<file path="config.mk">
export PLATFORM = sky130hd
export DESIGN_NAME = fsm_stream_tx
export DESIGN_NICKNAME = d
export VERILOG_FILES = /design/src/rtl/fsm_pkg.sv /design/src/rtl/fsm_stream_tx_shifter.sv /design/src/rtl/fsm_stream_tx.sv
export SDC_FILE = /design/constraint.sdc
export NUM_CORES = 1
export LEC_CHECK = 0
export CORE_MARGIN = 2
export CORE_UTILIZATION = 43
export DETAILED_ROUTE_END_ITERATION = 6
export HOLD_SLACK_MARGIN = 0.12
export PLACE_DENSITY = 0.72
export RECOVER_POWER = 100
export SKIP_CTS_REPAIR_TIMING = 1
export SKIP_LAST_GASP = 1
export SLEW_MARGIN = 5
export SYNTH_ARGS = -nofsm -noshare
export SYNTH_HDL_FRONTEND = slang
export SYNTH_SLANG_ARGS = --single-unit
</file>
<file path="constraint.sdc">
create_clock -name clock -period 1.9 [get_ports clock]
set_input_delay 0.475 -clock clock [delete_from_list [all_inputs] [get_ports clock]]
set_output_delay 0.475 -clock clock [all_outputs]
set_load 0.01 [all_outputs]
</file>
<file path="src/rtl/fsm_pkg.sv">
// Shared definitions for the serial transmitter and the "every second 1" detector:
// FSM state encoding, detector state constants and the ones-parity step.
package fsm_pkg;

    typedef enum logic [1:0] {
        IDLE  = 2'd0,
        SHIFT = 2'd1,
        DONE  = 2'd2
    } state_t;

    // Detector states: S0 = even number of ones seen, S1 = odd.
    localparam logic S0 = 1'b0;
    localparam logic S1 = 1'b1;

    typedef struct packed {
        logic next_odd;
        logic pulse;
    } parity_step_t;

    function automatic parity_step_t parity_step(input logic odd, input logic b);
        parity_step_t r;
        r.next_odd = odd ^ b;
        r.pulse    = odd & b;
        return r;
    endfunction

endpackage

</file>
<file path="src/rtl/fsm_stream_tx_shifter.sv">
// Loadable shift register and bit counter. o_bit is the bit to present at the
// coming edge: the head of i_data while loading, else the head of the remaining word.
module fsm_stream_tx_shifter #(
    parameter int WIDTH     = 8,
    parameter bit MSB_FIRST = 1'b1
) (
    input  logic             clock,
    input  logic             reset,
    input  logic             i_load,
    input  logic [WIDTH-1:0] i_data,
    input  logic             i_advance,
    output logic             o_bit,
    output logic             o_last
);

    localparam int CW = (WIDTH > 1) ? $clog2(WIDTH) : 1;

    logic [WIDTH-1:0] r_sreg;
    logic [CW-1:0]    r_bit_cnt;
    logic [WIDTH-1:0] w_src;
    logic [WIDTH-1:0] w_next;
    logic             w_head;

    assign w_src = i_load ? i_data : r_sreg;

    // The register always holds the bits not yet presented, head-aligned.
    generate
        if (MSB_FIRST) begin : g_msb
            assign w_head = w_src[WIDTH-1];
            assign w_next = {w_src[WIDTH-2:0], 1'b0};
        end else begin : g_lsb
            assign w_head = w_src[0];
            assign w_next = {1'b0, w_src[WIDTH-1:1]};
        end
    endgenerate

    always_ff @(posedge clock or posedge reset) begin
        if (reset) begin
            r_sreg    <= '0;
            r_bit_cnt <= '0;
        end else if (i_load) begin
            r_sreg    <= w_next;
            r_bit_cnt <= '0;
        end else if (i_advance) begin
            r_sreg    <= w_next;
            r_bit_cnt <= r_bit_cnt + 1'b1;
        end
    end

    assign o_bit  = w_head;
    assign o_last = (r_bit_cnt == CW'(WIDTH - 1));

endmodule

</file>
<file path="src/rtl/fsm_stream_tx.sv">
// Serial word transmitter feeding the "every second 1" detector, with a registered
// expected-pulse flag aligned to each transmitted bit.
module fsm_stream_tx
    import fsm_pkg::*;
#(
    parameter int WIDTH     = 8,
    parameter bit MSB_FIRST = 1'b1
) (
    input  logic             clock,
    input  logic             reset,
    input  logic             load_valid,
    input  logic [WIDTH-1:0] load_data,
    output logic             load_ready,
    input  logic             sync_clr,
    output logic             dout,
    output logic             dout_valid,
    output logic             exp_pulse,
    output logic             busy,
    output logic             done
);

    state_t       r_state;
    logic         r_ones_odd;
    logic         r_dout;
    logic         r_dout_valid;
    logic         r_exp_pulse;
    logic         r_done;
    logic         w_load;
    logic         w_advance;
    logic         w_bit;
    logic         w_last;
    logic         w_odd_eff;
    parity_step_t w_step;

    assign w_load    = (r_state == IDLE) && load_valid;
    assign w_advance = (r_state == SHIFT) && !w_last;

    // A clear in the same IDLE cycle as a load makes the new word start from S0.
    assign w_odd_eff = ((r_state == IDLE) && sync_clr) ? S0 : r_ones_odd;
    assign w_step    = parity_step(w_odd_eff, w_bit);

    fsm_stream_tx_shifter #(
        .WIDTH     (WIDTH),
        .MSB_FIRST (MSB_FIRST)
    ) u_shifter (
        .clock     (clock),
        .reset     (reset),
        .i_load    (w_load),
        .i_data    (load_data),
        .i_advance (w_advance),
        .o_bit     (w_bit),
        .o_last    (w_last)
    );

    always_ff @(posedge clock or posedge reset) begin
        if (reset) begin
            r_state      <= IDLE;
            r_ones_odd   <= S0;
            r_dout       <= 1'b0;
            r_dout_valid <= 1'b0;
            r_exp_pulse  <= 1'b0;
            r_done       <= 1'b0;
        end else begin
            case (r_state)
                IDLE: begin
                    r_done <= 1'b0;
                    if (w_load) begin
                        r_state      <= SHIFT;
                        r_dout       <= w_bit;
                        r_dout_valid <= 1'b1;
                        r_exp_pulse  <= w_step.pulse;
                        r_ones_odd   <= w_step.next_odd;
                    end else begin
                        r_dout       <= 1'b0;
                        r_dout_valid <= 1'b0;
                        r_exp_pulse  <= 1'b0;
                        if (sync_clr) begin
                            r_ones_odd <= S0;
                        end
                    end
                end
                SHIFT: begin
                    if (w_last) begin
                        r_state      <= DONE;
                        r_dout       <= 1'b0;
                        r_dout_valid <= 1'b0;
                        r_exp_pulse  <= 1'b0;
                        r_done       <= 1'b1;
                    end else begin
                        r_dout       <= w_bit;
                        r_dout_valid <= 1'b1;
                        r_exp_pulse  <= w_step.pulse;
                        r_ones_odd   <= w_step.next_odd;
                    end
                end
                DONE: begin
                    r_state <= IDLE;
                    r_done  <= 1'b0;
                end
                default: begin
                    r_state      <= IDLE;
                    r_dout       <= 1'b0;
                    r_dout_valid <= 1'b0;
                    r_exp_pulse  <= 1'b0;
                    r_done       <= 1'b0;
                end
            endcase
        end
    end

    assign load_ready = (r_state == IDLE);
    assign busy       = (r_state != IDLE);
    assign dout       = r_dout;
    assign dout_valid = r_dout_valid;
    assign exp_pulse  = r_exp_pulse;
    assign done       = r_done;

endmodule

</file>
; Yosys cells after proc, flatten, opt, wreduce, memory -nomap -nowiden
; Index checks and enable logic that the tools add are counted.
[word_totals]
regBits = 18
latchBits = 0
mem_bits_rw = 0
rom_bits = 0
input_bits = 12
output_inout_bits = 6
elab_cells = 52
n_memories = 0
[op_classes]
add_sub_neg = 1
multipliers = 0
div_mod_pow = 0
magnitude_cmp = 0
eq_ne = 7
shifts = 0
n_mux = 24
bitwise_logic = 2
n_reduce_logical = 10
[op_table]
columns = cell, count
row1 = $mux W8, 3
row2 = $mux W1, 12
row3 = $pmux W1 S3, 3
row4 = $mux W3, 2
row5 = $reduce_bool A2 Y1, 3
row6 = $mux W2, 2
row7 = $ne A2 B2 Y1 const B, 2
row8 = $pmux W2 S2, 1
row9 = $add A3 B1 Y3 const B, 1
row10 = $eq A3 B3 Y1 const B, 1
row11 = $logic_and A1 B1 Y1, 3
row12 = $ne A3 B1 Y1 const B, 1
row13 = $reduce_and A3 Y1, 1
row14 = $eq A2 B1 Y1 const B, 1
row15 = $eq A2 B2 Y1 const B, 1
row16 = $logic_not A2 Y1, 1
row17 = $ne A2 B1 Y1 const B, 1
row18 = $pmux W1 S2, 1
row19 = $reduce_and A2 Y1, 1
row20 = $and A1 B1 Y1, 1
row21 = $logic_not A1 Y1, 1
row22 = $xor A1 B1 Y1, 1

; Depth between registers and ports, before layout
; Gate-level depths: netlist of run 1.
[logic_depth]
depth_word = 6
depth_mapped = 8
ltp_nobuf = 6

; Hierarchy
; A second synthesis of run 1 with hierarchy kept.
[unflattened]
hier_cells = 75
area_unflattened_um2 = 829.5
[modules_own_cells]
columns = mod, n_inst, cells_per_inst, area_per_inst_um2, seq_area_each_um2
row1 = fsm_stream_tx_shifter, 1, 44, 495.5, 250.2
row2 = fsm_stream_tx, 1, 31, 334.1, 175.2

; Worst setup path after synthesis of run 1
; Ideal clock, no wire load.
[synth_path]
kind = register to register
from = register r_state[1]
to = register r_ones_odd
setup_ps = 125
arrival_time_ps = 1769
required_ps = 1775
path_slack_ps = 5
path_stages_with_launch = 9
path_buffers = 2
period_less_slack_ps = 1895
path_cell_list = dfrtp_1 -> buf_6 -> or3b_1 -> clkbuf_1 -> nand2_1 -> nand2_1 -> ha_1 -> nor3b_1 -> mux2_4
[synth_via]
elab_chain_cells = 6
elab_cells_between_ends = 14
cone_classes = 3 x eq/ne / 5 x mux / 1 x bitwise / 5 x reduce/logical
[synth_lines]
columns = item, line_no
row1 = "start, declared", fsm_stream_tx.sv:22  ; state_t r_state;
row2 = "start signal, assigned", fsm_stream_tx.sv:57  ; r_state <= IDLE;
row3 = "start signal, assigned", fsm_stream_tx.sv:68  ; r_state <= SHIFT;
row4 = "start signal, assigned", fsm_stream_tx.sv:84  ; r_state <= DONE;
row5 = $logic_not A2 Y1, "fsm_stream_tx.sv:35, fsm_stream_tx.sv:39, fsm_stream_tx.sv:64"
row6 = "$logic_and A1 B1 Y1, on equally long branches", "fsm_stream_tx.sv:39, fsm_stream_tx.sv:35"
row7 = $mux W1 / $mux W8 (equally long branches), "fsm_stream_tx.sv:39, fsm_stream_tx_shifter.sv:24"
row8 = $xor A1 B1 Y1, fsm_pkg.sv:22  ; r.next_odd = odd ^ b;
row9 = "$mux W1, on equally long branches", "fsm_stream_tx.sv:83, fsm_stream_tx.sv:67"
row10 = $pmux W1 S2, fsm_stream_tx.sv:64  ; case (r_state)
row11 = "end signal, assigned", fsm_stream_tx.sv:72  ; r_ones_odd <= w_step.next_odd;
row12 = "end signal, assigned", fsm_stream_tx.sv:93  ; r_ones_odd <= w_step.next_odd;
row13 = "end, declared", fsm_stream_tx.sv:23  ; logic r_ones_odd;
; Parallel ways exist; a longest one is shown, timed or not. The select of a mux whose other input is x is not followed.
; A chain may end at the register's enable or synchronous reset.

; Final worst setup path of run 1
; Same ends and word-level chain as after synthesis.

==> parameters.txt, run 1 <==
Parameter                              Value

Final layout
  Most frequent standard cell in the layout excluding fill and tap cells ... dfrtp_1
  Antenna Diode Count ... 0
  Storage cell area ... 426.7 µm²
  Final cell area excluding filler cells ... 1085 µm²
  Multi-input gate area ... 354.1 µm²
  Filler cell count ... 174
  Area growth, synth to finish ... 31.96%
  Final layout net count ... 118
  Leading cell types in the layout, fill and taps excluded ... 16 x dfrtp_1, 10 x nor2_1, 9 x nand2_1, 9 x clkdlybuf4s50_1, 7 x buf_4
  Share of the core filled with cells ... 61.49%
  Proportion of layout cells with a drive suffix above 1 ... 18.63%

Detailed routing
  Antenna viol nets, final ... 0
  Count of routing violations after the opening detailed-route iteration ... 2
  DR vias/cell ... 4.961
  Total DRC errors in the routed layout ... 0
  Drt total wl ... 1.561 mm
  DRT Pass-1 Iters ... 3
  Total via count in the routed design ... 630
  Drt wl/cell ... 12.29 µm

Placed design
  PortBufs ... 17
  Detailed Place HPWL ... 1.100 mm
  Setup slack at placement ... -0.4375 ns
  Placer congestion estimate ... 0.7881
  Area of placed instances ... 1050 µm²

STA
  Worst Tran Pin Value ... 0.9043 ns
  Final Skew ... 0.008180 ns
  Number of pins exceeding their max-slew limit in the final report ... 0
  Setup slack of the critical path after layout ... 0.1149 ns
  Setup violation total in the final timing report ... 0
  Crit path time final ... 1.785 ns
  Slew HR ... 39.71%
  Setup repair after global routing missed its margin ... false
  Final Hold Violating Endpoints ... 0
  Hold slack final ... 0.4871 ns
  Upper clock frequency limit ... 560.2 MHz
  Final cycle utilization of the critical path ... 93.95%

Pwr
  Switching power ... 0.0006017 W
  Maximum vdd drop ... 0.7440 mV
  Combinational group share of total power ... 50.9%
  Share of power burned in registers ... 37.6%
  Cell Pwr Density ... 1539 nW/µm²
  Proportion of total power due to net switching ... 36.04%
  Total power draw ... 0.001670 W
  Static power due to leakage ... 0.5180 nW
  Portion of total power attributed to the clock network ... 11.5%
  Internal Dissipation ... 0.001068 W

Logic synthesis
  Mux share of post-synthesis cell area ... 1.826%
  Fraction of synthesized cell area in xor and xnor cells ... 0%
  Adder and majority gate portion of the synthesized area ... 4.566%
  Commonest register cell after synthesis ... dfrtp_1
  Share of synthesized flip-flops with an asynchronous set or reset ... 100.0%
  Simple-gate share of the synthesized area ... 21.61%
  Net count after synthesis ... 92
  Synthesis Warnings ... 0
  Area of the mapped netlist ... 822.0 µm²
  Synthesis-stage register bit count ... 17
  Count of unique library cells instantiated by Yosys ... 26
  Mean area per synthesized cell ... 10.68 µm²
  Complex-gate fraction of the synthesized area ... 14.76%
  Post-synthesis sequential area ratio ... 51.75%
  Post-synth EDFFs ... 0
  Main combinational cell family by area after synthesis ... simple AND/OR/NAND/NOR gates
  Synthesized instance count ... 77

Global routing
  Initial antenna violation count ... 0
  Vias in the first global route ... 602
  Fraction of met2 tracks used by global routing ... 29.33%
  Grt met1 use ... 19.95%
  Global route total overflow ... 0
  Busiest grt layer ... met2
  Overall Global Routing Usage ... 16.95%
  Largest net degree at the start of global routing ... 18
  Met3 routing resource usage after global routing ... 5.660%
  Global-route wire length before repair ... 2.635 mm

Min path
  Min-Delay Path Class ... register to register
  Origin of the worst min-delay path ... dout_valid$_DFFE_PP0P_
  Worst Hold Endpoint ... dout_valid$_DFFE_PP0P_
  Cells on Worst Hold Path ... 2

Worst setup path
  Cell type group with the largest total delay on the critical path ... simple AND/OR/NAND/NOR gates
  Crit start category ... register
  Startpoint of the lowest-slack register-to-register path ... r_state[1]$_DFFE_PP0P_
  Internal reg-to-reg setup slack ... 0.11 ns
  List of cells traversed by the critical path ... or3b_1 > nand2_2 > nand2_1 > ha_1 > nor3b_1 > mux2_4
  Arrival @ worst endpoint ... 1.97 ns
  Kind of critical path ... register to register
  Endpoint required time on the critical path ... 2.09 ns
  Crit-path slowest cell ... dfrtp_1
  Type of destination of the critical path ... register
  Largest fanout on the critical path ... 5
  Worst reg2reg endpoint ... r_ones_odd$_DFFE_PP0P_
  Number of cells on the worst reg-to-reg path ... 6
  Worst path bufs/invs ... 0
  Largest incremental delay on the critical path ... 0.44 ns

Die
  IO Pins ... 18
  Die span in x ... 47.73 µm
  CORE AREA ... 1764 µm²
  Area of the die ... 2278 µm²
  Standard-cell row count ... 15
  Effective utilization at floorplan ... 46.60%
  Vertical extent of the die ... 47.73 µm

Clock tree
  Root buffer selected by CTS ... clkbuf_4
  Skew-Pair Late Insertion Delay ... 0.29 ns
  CTS H-tree lvls ... 1
  CTS tree ... built
  Clock slew at reported path FFs ... 0.10 ns
  Clock Path Buffers ... 2
  Num Clock Sinks ... 17
  Clock buffer count from CTS ... 3

Outcome
  Result of the run ... completed

Flow run
  Count of max-cap constraint violations ... 0
worst max-delay path by stage:
stage / startpoint / end / slack (ns) / depth (start not counted)
CTS: load_valid / r_ones_odd$_DFFE_PP0P_ / -0.12 / 7
floorplan: r_state[1]$_DFFE_PP0P_ / r_ones_odd$_DFFE_PP0P_ / 0.005 / 8
global placement: load_valid / r_ones_odd$_DFFE_PP0P_ / -0.34 / 7
global route: u_shifter.r_bit_cnt[0]$_DFFE_PP0P_ / u_shifter.r_sreg[7]$_DFFE_PP0P_ / 0.02 / 6
detailed placement: load_valid / r_ones_odd$_DFFE_PP0P_ / -0.44 / 7
finish: r_state[1]$_DFFE_PP0P_ / r_ones_odd$_DFFE_PP0P_ / 0.11 / 6
logic make-up (layout without fill, tap and decap cells):
kind of cell | Yosys count | count (layout)
simple gates | 32 | 32
compound gates | 17 | 17
buf+inv | 7 | 32
fa+ha+maj | 3 | 3
mux | 1 | 1
flops | 17 | 17
layer usage:
layer  share of wire [%]  up-vias
li1                    -      317
met1                  47      296
met2                  48       17
met3                 4.7        0
met4                   0        0
met5                   0        -
state kept, by name, indices dropped and copies added (netlist names):
register	count
dout	1
u_shifter.r_sreg	7
r_ones_odd	1
u_shifter.r_bit_cnt	3
done	1
dout_valid	1
exp_pulse	1
r_state	2
worst register-to-register path, cell delays in order, from the launching register on:
cell     delay, ns
dfrtp_1       0.44
or3b_1        0.44
nand2_2       0.10
nand2_1       0.05
ha_1          0.25
nor3b_1       0.14
mux2_4        0.26
cell type report:
| cell class | count | area share (%) |
|---|---|---|
| multi-input combinational | 53 | 32.64 |
| clock buffer | 3 | 2.076 |
| sequential | 17 | 39.33 |
| tap | 25 | 2.884 |
| timing repair buffer | 25 | 21.57 |
| clock inverter | 1 | 0.4614 |
| inverter | 3 | 1.038 |
cells in the mapped netlist (2+ instances only):
cell type	instances	area share, %
nor3_1	2	1.2
nand3_1	2	1.2
dfrtp_1	17	52
a22o_1	4	4.3
a21oi_1	6	3.7
nor2_1	9	4.1
nor3b_1	2	1.8
ha_1	3	4.6
nand2_1	10	4.6
or3b_1	2	2.1
o22ai_1	2	1.5
buf_6	2	2.7
inv_1	3	1.4
metrics by stage:
step	TNS, ns	std cells
after floorplan	0	77
after global placement	-0.4136	123
after detailed placement	-0.6123	123
after CTS	-0.2908	127
after global routing	0	127
final	0	127
power groups by stage:
stage | Clock, W | Sequential, W | Combinational (W)
2_1_floorplan | 0 | 0.000615 | 0.000603
3_3_place_gp | 0 | 0.000631 | 0.000845
3_5_place_dp | 0 | 0.000632 | 0.000866
4_1_cts | 0.000202 | 0.000625 | 0.000870
5_1_grt | 0.000220 | 0.000649 | 0.000948
6_report | 0.000192 | 0.000627 | 0.000850
No activity file was read; power rests on OpenSTA's default activity.
==> inputs of run 2 (changes only) <==
--- a/config.mk
+++ b/config.mk
@@ -17,3 +17,4 @@
 export SYNTH_ARGS = -nofsm -noshare
 export SYNTH_HDL_FRONTEND = slang
 export SYNTH_SLANG_ARGS = --single-unit
+export TNS_END_PERCENT = 50
==> run 2 against run 1 <==
Net effect: flip-flop and latch count did not move; routed wire length fell by 1.1%; the run now ends with negative setup slack left; clock skew is 0.0060 ns higher; largest cell class unchanged; first-iteration DRC count grew 50%.
==> parameters.txt, run 2 (synthesized netlist as in run 1, its figures left out) <==
Parameter                              Value

Detailed routing
  Count of routing violations after the opening detailed-route iteration ... 3 (+1)
  DRT Pass-1 Iters ... 2 (-1)
  Total DRC errors in the routed layout ... 0 (unchanged)
  DR vias/cell ... 4.984 (+0.48%)
  Drt total wl ... 1.544 mm (-1.1%)
  Drt wl/cell ... 12.16 µm (-1.1%)
  Antenna viol nets, final ... 0 (unchanged)
  Total via count in the routed design ... 633 (+0.48%)

Worst setup path
  Kind of critical path ... input pin to register
  Crit start category ... input pin
  Endpoint required time on the critical path ... 2.09 ns (about the same)
  Startpoint of the lowest-slack register-to-register path ... u_shifter.r_bit_cnt[0]$_DFFE_PP0P_
  Type of destination of the critical path ... register
  Launch point of the worst path ... load_valid
  Largest fanout on the critical path ... 4 (-1)
  Arrival @ worst endpoint ... 2.19 ns (+0.22 ns)

Final layout
  Top reg by flops ... u_shifter.r_sreg
  Leading cell types in the layout, fill and taps excluded ... 15 x dfrtp_1, 14 x clkdlybuf4s50_1, 10 x nand2_1, 9 x nor2_1, 7 x buf_4
  Most frequent standard cell in the layout excluding fill and tap cells ... dfrtp_1
  Max reg flops ... 7 (unchanged)
  Proportion of layout cells with a drive suffix above 1 ... 18.63% (unchanged)
  Area growth, synth to finish ... 30.44%
  Antenna Diode Count ... 0 (unchanged)
  Largest regs ... u_shifter.r_sreg: 7 flops, u_shifter.r_bit_cnt: 3 flops, r_state: 2 flops
  Filler cell count ... 176 (+1.1%)
  Final layout net count ... 118 (unchanged)
  Non-filler cells, final ... 127 (unchanged)

Outcome
  Result of the run ... finished with violations
  Violations in the final reports ... negative setup slack

Clock tree
  CTS tree ... built
  CTS H-tree lvls ... 1 (unchanged)
  Clock slew at reported path FFs ... 0.11 ns (about the same)
  Num Clock Sinks ... 17 (unchanged)
  Root buffer selected by CTS ... clkbuf_4
  Skew-Pair Late Insertion Delay ... 0.30 ns (about the same)
  Clock buffer count from CTS ... 3 (unchanged)
  Clock Path Buffers ... 2 (unchanged)

STA
  Final Hold Violating Endpoints ... 0 (unchanged)
  Setup violation total in the final timing report ... 1 (+1)
  Crit path time final ... 1.997 ns (+0.2121 ns)
  Upper clock frequency limit ... 500.7 MHz (-11%)
  Final cycle utilization of the critical path ... 105.1% (+11 points)
  Setup slack of the critical path after layout ... -0.09719 ns (-0.2121 ns)
  Worst Tran Pin Value ... 0.9005 ns (-0.003850 ns)
  Final Skew ... 0.01413 ns (+0.005954 ns)
  Number of pins exceeding their max-slew limit in the final report ... 0 (unchanged)
  Slew HR ... 39.97% (+0.26 points)
  Setup repair after global routing missed its margin ... true

Pwr
  Static power due to leakage ... 0.4979 nW (-3.9%)
  Total power draw ... 0.001660 W (-0.58%)
  Share of power burned in registers ... 38.0% (+0.4 points)
  Maximum vdd drop ... 0.7412 mV (-0.38%)
  Portion of total power attributed to the clock network ... 11.8% (+0.3 points)
  Proportion of total power due to net switching ... 36.24% (+0.20 points)
  Cell Pwr Density ... 1548 nW/µm² (+0.58%)
  Internal Dissipation ... 0.001058 W (-0.88%)
  Combinational group share of total power ... 50.2% (-0.7 points)
  Switching power ... 0.0006015 W (about the same)

Min path
  Min-Delay Path Class ... register to register
  Origin of the worst min-delay path ... dout_valid$_DFFE_PP0P_

Flow run
  Count of max-cap constraint violations ... 0 (unchanged)

Die
  Effective utilization at floorplan ... 46.60% (unchanged)
  Vertical extent of the die ... 47.73 µm (unchanged)
  CORE AREA ... 1764 µm² (unchanged)
  Standard-cell row count ... 15 (unchanged)
  Area of the die ... 2278 µm² (unchanged)
  IO Pins ... 18 (unchanged)
  Die span in x ... 47.73 µm (unchanged)

Global routing
  Overall Global Routing Usage ... 16.95% (unchanged)
  Initial antenna violation count ... 0 (unchanged)
  Global-route wire length before repair ... 2.635 mm (unchanged)
  Global route total overflow ... 0 (unchanged)
  Vias in the first global route ... 602 (unchanged)
  Largest net degree at the start of global routing ... 18 (unchanged)

Placed design
  Count of placed standard cells including taps ... 123 (unchanged)
  PortBufs ... 17 (unchanged)
  Placer congestion estimate ... 0.7881 (unchanged)
  Setup slack at placement ... -0.4375 ns (unchanged)
  Detailed Place HPWL ... 1.100 mm (unchanged)
## run 2: layout make-up
class                   count  area, µm²  area share (%)
clock buffers               3      22.52           2.100
multi-input cells          53      342.8           31.97
clock inverters             1      5.005          0.4667
inverters                   3      11.26           1.050
flip-flops and latches     17      427.9           39.91
well taps                  25      31.28           2.917
repair buffers             25      231.5           21.59
## run 2: per-stage QoR
stage          utilization (%)  setup TNS (ns)  area, µm²  hold slack, ns
4_1_cts                  61.06         -0.2908       1077          0.5045
2_1_floorplan                -               0      822.0          0.4011
6_report                 60.78        -0.09719       1072          0.4967
5_1_grt                  60.78         -0.1410       1072          0.5238
3_5_place_dp             59.50         -0.6123       1050          0.4795
3_3_place_gp             59.50         -0.4136       1050          0.4643
## run 2: final timing paths
path	slack, ns	cells after the start	to
min in group asynchronous	0.88	3	u_shifter.r_bit_cnt[0]$_DFFE_PP0P_
worst max register to register	0.11	5	u_shifter.r_sreg[1]$_DFFE_PP0P_
worst max-delay path	-0.1	7	r_ones_odd$_DFFE_PP0P_
worst min register to register	0.50	2	dout_valid$_DFFE_PP0P_
max in group asynchronous	0.42	3	r_state[0]$_DFFE_PP0P_
worst min-delay path	0.50	2	dout_valid$_DFFE_PP0P_
## run 2: critical path, cell delays in order
cell             delay (ns)
clkdlybuf4s50_1        0.51
or3b_4                 0.40
nand2_1                0.10
nand2_1                0.06
ha_1                   0.25
nor3b_1                0.14
mux2_4                 0.25
## run 2: power by group through the flow
stage               Clock, W  Combinational [W]  Sequential, W
finish              0.000196           0.000834       0.000630
detailed placement         0           0.000866       0.000632
floorplan                  0           0.000603       0.000615
global route        0.000220           0.000930       0.000653
CTS                 0.000202           0.000870       0.000625
global placement           0           0.000845       0.000631
## run 2: routing by layer
layer,global-route usage (%),share of wire (%),wire length (µm),vias up
met5,0,0,0,-
met4,4.865,0,0,0
met3,5.660,4.8,74,0
met2,29.33,48,740,17
met1,19.95,47,729,300
li1,-,-,-,316
